$ cat src/rtl/bitvec_index_encoder_if.sv
// Handshake bundle for bitvec_index_encoder: vector input side and index-beat output side.
interface bitvec_index_encoder_if #(
    parameter int unsigned N = 3
);
    logic              in_valid;
    logic              in_ready;
    logic [2**N-1:0]   in_vec;
    logic              out_valid;
    logic              out_ready;
    logic [N-1:0]      out_idx;
    logic              out_last;
    logic              out_none;
    logic [N:0]        out_count;

    modport slave (
        input  in_valid, in_vec, out_ready,
        output in_ready, out_valid, out_idx, out_last, out_none, out_count
    );

    modport master (
        output in_valid, in_vec, out_ready,
        input  in_ready, out_valid, out_idx, out_last, out_none, out_count
    );
endinterface

$ cat src/rtl/bitvec_index_encoder.sv
// Serializes the set-bit indices of a 2**N-bit multi-hot vector, lowest index
// first, one index per valid/ready beat; one vector in flight at a time.
module bitvec_index_encoder #(
    parameter int unsigned N = 3
) (
    input  logic                   clk,
    input  logic                   rst,
    bitvec_index_encoder_if.slave  bus
);
    localparam int unsigned W = 2**N;

    typedef enum logic {IDLE, EMIT} state_t;

    state_t         state;
    logic [W-1:0]   pending;
    logic           none_flag;
    logic [N-1:0]   low_idx;
    logic           single_bit;

    function automatic logic [N:0] popcount(input logic [W-1:0] v);
        logic [N:0] c;
        c = '0;
        for (int unsigned i = 0; i < W; i++) begin
            c = c + (N+1)'(v[i]);
        end
        return c;
    endfunction

    // Scan from the top down so the lowest set bit is the one that sticks.
    always_comb begin
        low_idx = '0;
        for (int unsigned i = W; i > 0; i--) begin
            if (pending[i-1]) begin
                low_idx = N'(i - 1);
            end
        end
    end

    assign single_bit   = (pending != '0) && ((pending & (pending - W'(1))) == '0);
    assign bus.out_idx  = low_idx;
    assign bus.out_last = none_flag || single_bit;
    assign bus.out_none = none_flag;
    assign bus.in_ready = (state == IDLE) && !rst;

    always_ff @(posedge clk or posedge rst) begin
        if (rst) begin
            state         <= IDLE;
            pending       <= '0;
            none_flag     <= 1'b0;
            bus.out_valid <= 1'b0;
            bus.out_count <= '0;
        end else begin
            case (state)
                IDLE: begin
                    if (bus.in_valid) begin
                        pending       <= bus.in_vec;
                        none_flag     <= (bus.in_vec == '0);
                        bus.out_count <= popcount(bus.in_vec);
                        bus.out_valid <= 1'b1;
                        state         <= EMIT;
                    end
                end
                EMIT: begin
                    if (bus.out_ready) begin
                        // Clearing the lowest set bit advances to the next index.
                        pending <= pending & (pending - W'(1));
                        if (bus.out_last) begin
                            none_flag     <= 1'b0;
                            bus.out_valid <= 1'b0;
                            state         <= IDLE;
                        end
                    end
                end
                default: state <= IDLE;
            endcase
        end
    end
endmodule

$ cat src/flat_wrapper.sv
// flat-port wrapper written by rule: the top's interface ports become plain ports
module bitvec_index_encoder_flat 
#(
    parameter int unsigned N = 3
)
  (clk, rst, bus_in_valid, bus_in_vec, bus_out_ready, bus_in_ready, bus_out_valid, bus_out_idx, bus_out_last, bus_out_none, bus_out_count);
  bitvec_index_encoder_if #(.N(N)) bus_i ();
  input  logic clk;
  input  logic rst;
  input wire logic [$bits(bus_i.in_valid)-1:0] bus_in_valid;
  input wire logic [$bits(bus_i.in_vec)-1:0] bus_in_vec;
  input wire logic [$bits(bus_i.out_ready)-1:0] bus_out_ready;
  output wire logic [$bits(bus_i.in_ready)-1:0] bus_in_ready;
  output wire logic [$bits(bus_i.out_valid)-1:0] bus_out_valid;
  output wire logic [$bits(bus_i.out_idx)-1:0] bus_out_idx;
  output wire logic [$bits(bus_i.out_last)-1:0] bus_out_last;
  output wire logic [$bits(bus_i.out_none)-1:0] bus_out_none;
  output wire logic [$bits(bus_i.out_count)-1:0] bus_out_count;
  assign bus_i.in_valid = bus_in_valid;
  assign bus_i.in_vec = bus_in_vec;
  assign bus_i.out_ready = bus_out_ready;
  assign bus_in_ready = bus_i.in_ready;
  assign bus_out_valid = bus_i.out_valid;
  assign bus_out_idx = bus_i.out_idx;
  assign bus_out_last = bus_i.out_last;
  assign bus_out_none = bus_i.out_none;
  assign bus_out_count = bus_i.out_count;
  bitvec_index_encoder #(.N(N)) u_core (.clk(clk), .rst(rst), .bus(bus_i));
endmodule
$ cat config.mk
export PLATFORM = sky130hd
export DESIGN_NAME = bitvec_index_encoder_flat
export DESIGN_NICKNAME = d
export VERILOG_FILES = /design/src/rtl/bitvec_index_encoder_if.sv /design/src/rtl/bitvec_index_encoder.sv /design/src/flat_wrapper.sv
export SDC_FILE = /design/constraint.sdc
export NUM_CORES = 1
export LEC_CHECK = 0
export CAP_MARGIN = 20
export CORE_MARGIN = 1
export CORE_UTILIZATION = 39
export CTS_CLUSTER_DIAMETER = 200
export DETAILED_ROUTE_END_ITERATION = 8
export PLACE_DENSITY_LB_ADDON = 0.15
export RECOVER_POWER = 25
export SKIP_LAST_GASP = 1
export SLEW_MARGIN = 25
export SYNTH_ARGS = -nofsm -noshare
export SYNTH_HDL_FRONTEND = slang
export SYNTH_SLANG_ARGS = --single-unit
$ cat constraint.sdc
create_clock -name clk -period 2.1 [get_ports clk]
set_input_delay 0.42 -clock clk [delete_from_list [all_inputs] [get_ports clk]]
set_output_delay 0.42 -clock clk [all_outputs]
set_load 0.01 [all_outputs]
==> flow_metrics.py <==
metrics = {
    "sta": {
        "timing.fmax_mhz": 395.2,
        "period_minus_slack_ns": 2.531,
        "fin_ws_ns": -0.4307,
        "report.final.setup_viol": 7,
        "drv_slew": 0,
        "tightest_slew_ns": 0.5763,
        "fin_skew_ns": 0.009426,
        "slew_headroom_pct": 61.54,
        "hold_ws_ns": 0.4090,
        "hold_viol": 0,
        "timing.final.crit_share_pct": 120.5,
        "setup_tns_ns": -1.450,
        "rsz0062_at_grt": "true",
    },
    "placed_design": {
        "dp.cells": 188,
        "io_buffers": 22,
        "place_hpwl_mm": 1.989,
        "gp_congestion": 0.9291,
    },
    "critical_path": {
        "crit_fanout": 2,
        "crit_required_ns": 2.32,
        "r2r-start": "u_core.pending[0]",
        "critPathTopFamily": "adder cells",
        "r2r_cells": 7,
        "critPathLaunch": "bus_in_vec[1]",
        "slowest_stage": "fa_1",
        "reg2reg_slack_ns": 0.29,
        "cp-start-kind": "input pin",
        "worstPathArrival_ns": 2.75,
        "r2r_end": "u_core.state",
        "worstSetupEndpointType": "register",
        "slowest_delay_ns": 0.49,
        "path_buf_inv": 5,
        "cp_cell_sequence": "buf_12 > inv_12 > ha_4 > inv_2 > fa_1 > fa_1 > inv_1 > fa_2 > inv_2 > fa_2 > o21ai_2",
        "path_class": "input pin to register",
    },
    "die": {
        "num_rows": 18,
        "die_w_um": 53.67,
        "core-area_sq_mm": 0.002500,
        "die_y_um": 53.67,
        "start_util_pct": 41.64,
        "ios": 23,
        "dieArea_sq_mm": 0.002880,
    },
    "synthesis": {
        "yosysTopAreaCell": "dfrtp_1",
        "syn_area_sq_mm": 0.001041,
        "synth_edf_count": 0,
        "syn_nets": 141,
        "synth.distinct_cells": 33,
        "synthTopCellsByArea": "dfrtp_1, fa_1, o21ai_0, inv_1, nand2_1",
        "synth_top_cell_area_share_pct": 36.06,
        "yosysSeqAreaShare_pct": 36.06,
        "yosysMostFrequentCell": "inv_1",
        "netlist_instances": 121,
        "async_flop_share_pct": 100.0,
        "synth_seq_cells": 15,
        "avgSynthCellArea_sq_um": 8.603,
        "synthFlopType": "dfrtp_1",
        "synth_commonest_cells": "inv_1, o21ai_0, dfrtp_1",
        "ys_warn_count": 0,
    },
    "global_route": {
        "grt_pass1_vias": 1025,
        "antenna_found_initial": 0,
        "track_usage_pct": 22.26,
        "grt_pass1_wl_mm": 4.436,
        "overflow": 0,
        "grt_max_degree": 16,
    },
    "job": {
        "cap_violations": 0,
    },
    "finish": {
        "drive_gt1_share_pct": 36.05,
        "antenna_cells": 0,
        "syn2layout_area_growth_pct": 56.01,
        "fillers": 219,
        "final_cell_count_no_fill": 202,
        "multi_input_area_sq_um": 636.9,
        "regArea_sq_um": 379.1,
        "num-nets-final": 193,
    },
    "route": {
        "drtIter0Drc": 16,
        "avgViaCountPerCell": 5.233,
        "dr.pass1.iters": 4,
        "drcViolationCount": 0,
        "wl_mm": 2.730,
        "wl_per_cell_um": 13.51,
        "ant_nets": 0,
        "dr_total_vias": 1057,
    },
    "worst_hold_path": {
        "hold_depth": 3,
        "hold_class": "input pin to register",
        "hold_end": "u_core.pending[1]",
        "min-delay-start": "bus_in_vec[1]",
    },
    "cts": {
        "ctsRootBufferMaster": "clkbuf_4",
        "clkSinkCount": 15,
        "numCtsBuffers": 3,
        "clk_latency_ns": 0.29,
        "htreeDepth": 1,
        "cts_hold_buf": 0,
        "cts.path.max_buffers": 2,
        "clkSlewWorstSetupHoldPaths_ns": 0.10,
        "tritoncts": "yes",
    },
    "power_and_ir_drop": {
        "power.density_mw_per_mm2": 1301,
        "vdd_drop_max_mv": 0.7428,
        "power_leakage_nw": 0.7766,
        "total_power_mw": 2.113,
    },
    "run_status": {
        "violations": "setup timing",
        "outcome": "finished with violations",
    },
}
state kept, by name (all words and copies together) (netlist names):
name / cells
u_core.bus.out_none: 1
u_core.state: 1
u_core.bus.out_count: 4
u_core.pending: 8
u_core.bus.out_valid: 1
routing by layer:
metal | track usage (%) | wire length, um | vias to the layer above
met5 | 0 | 0 | -
met4 | 10.53 | 57 | 0
met3 | 2.260 | 70 | 7
met2 | 39.92 | 1419 | 18
met1 | 26.25 | 1182 | 511
li1 | - | - | 521
kinds of logic after synthesis:
logic type | synth area share [%]
compound gates | 23.80
simple gates | 17.07
buf+inv | 9.735
flops | 36.06
fa+ha+maj | 12.50
xor+xnor | 0.8415
tightest hold or removal path: stages:
cell and delay, ns:
buf_12 0.11, inv_12 0.04, o21ai_0 0.07
cell usage in the layout, fill, tap and decap left out, types with 2 or more instances in the layout:
cell,instances
nor2b_1,2
clkbuf_4,3
buf_4,29
o31ai_1,2
inv_1,12
fa_1,2
inv_2,4
a31oi_1,2
and3_1,2
a22o_1,2
o21bai_1,2
buf_2,2
a21oi_1,5
nand2_1,14
o21ai_1,2
buf_6,3
a211oi_1,2
dlygate4sd2_1,3
fa_2,2
dfrtp_1,12
clkdlybuf4s50_1,14
nor2_1,6
nor3_1,2
dfrtp_2,3
ha_1,3
o21ai_0,13
repair_timing:
action,CTS,global route
setup endpoints to repair,8,7
pin swaps,9,6
resized for setup,40,3
buffers inserted,8,2
worst max-delay path by stage:
stage / endpoint / slack, ns / cells past startpoint
after floorplan: u_core.bus.out_count[1] / -0.57 / 10
after global placement: u_core.bus.out_count[1] / -1.29 / 11
after detailed placement: u_core.bus.out_count[1] / -1.34 / 11
after CTS: u_core.bus.out_count[1] / -0.46 / 11
after global routing: u_core.bus.out_count[1] / -0.51 / 11
final: u_core.bus.out_count[1] / -0.43 / 11
cell type report:
class | instances | area share (%)
multi-input cells | 82 | 39.21
repair buffers | 53 | 28.20
flip-flops and latches | 15 | 23.34
inverters | 18 | 5.239
well taps | 30 | 2.311
clock buffers | 3 | 1.387
clock inverters | 1 | 0.3082
power breakdown:
| part | switching (mW) | internal (mW) |
|---|---|---|
| clock | 0.0950 | 0.0708 |
| combinational | 0.630 | 0.801 |
| sequential | 0.124 | 0.393 |
| total | 0.849 | 1.26 |
through the flow:
step	util (%)	area (sq um)	setup slack, ns
2_1_floorplan	-	1076	-0.5731
5_1_grt	64.96	1624	-0.5074
6_report	64.96	1624	-0.4307
3_3_place_gp	58.31	1458	-1.288
4_1_cts	63.96	1599	-0.4612
3_5_place_dp	58.31	1458	-1.341
Power figures use the tool's default switching activity.
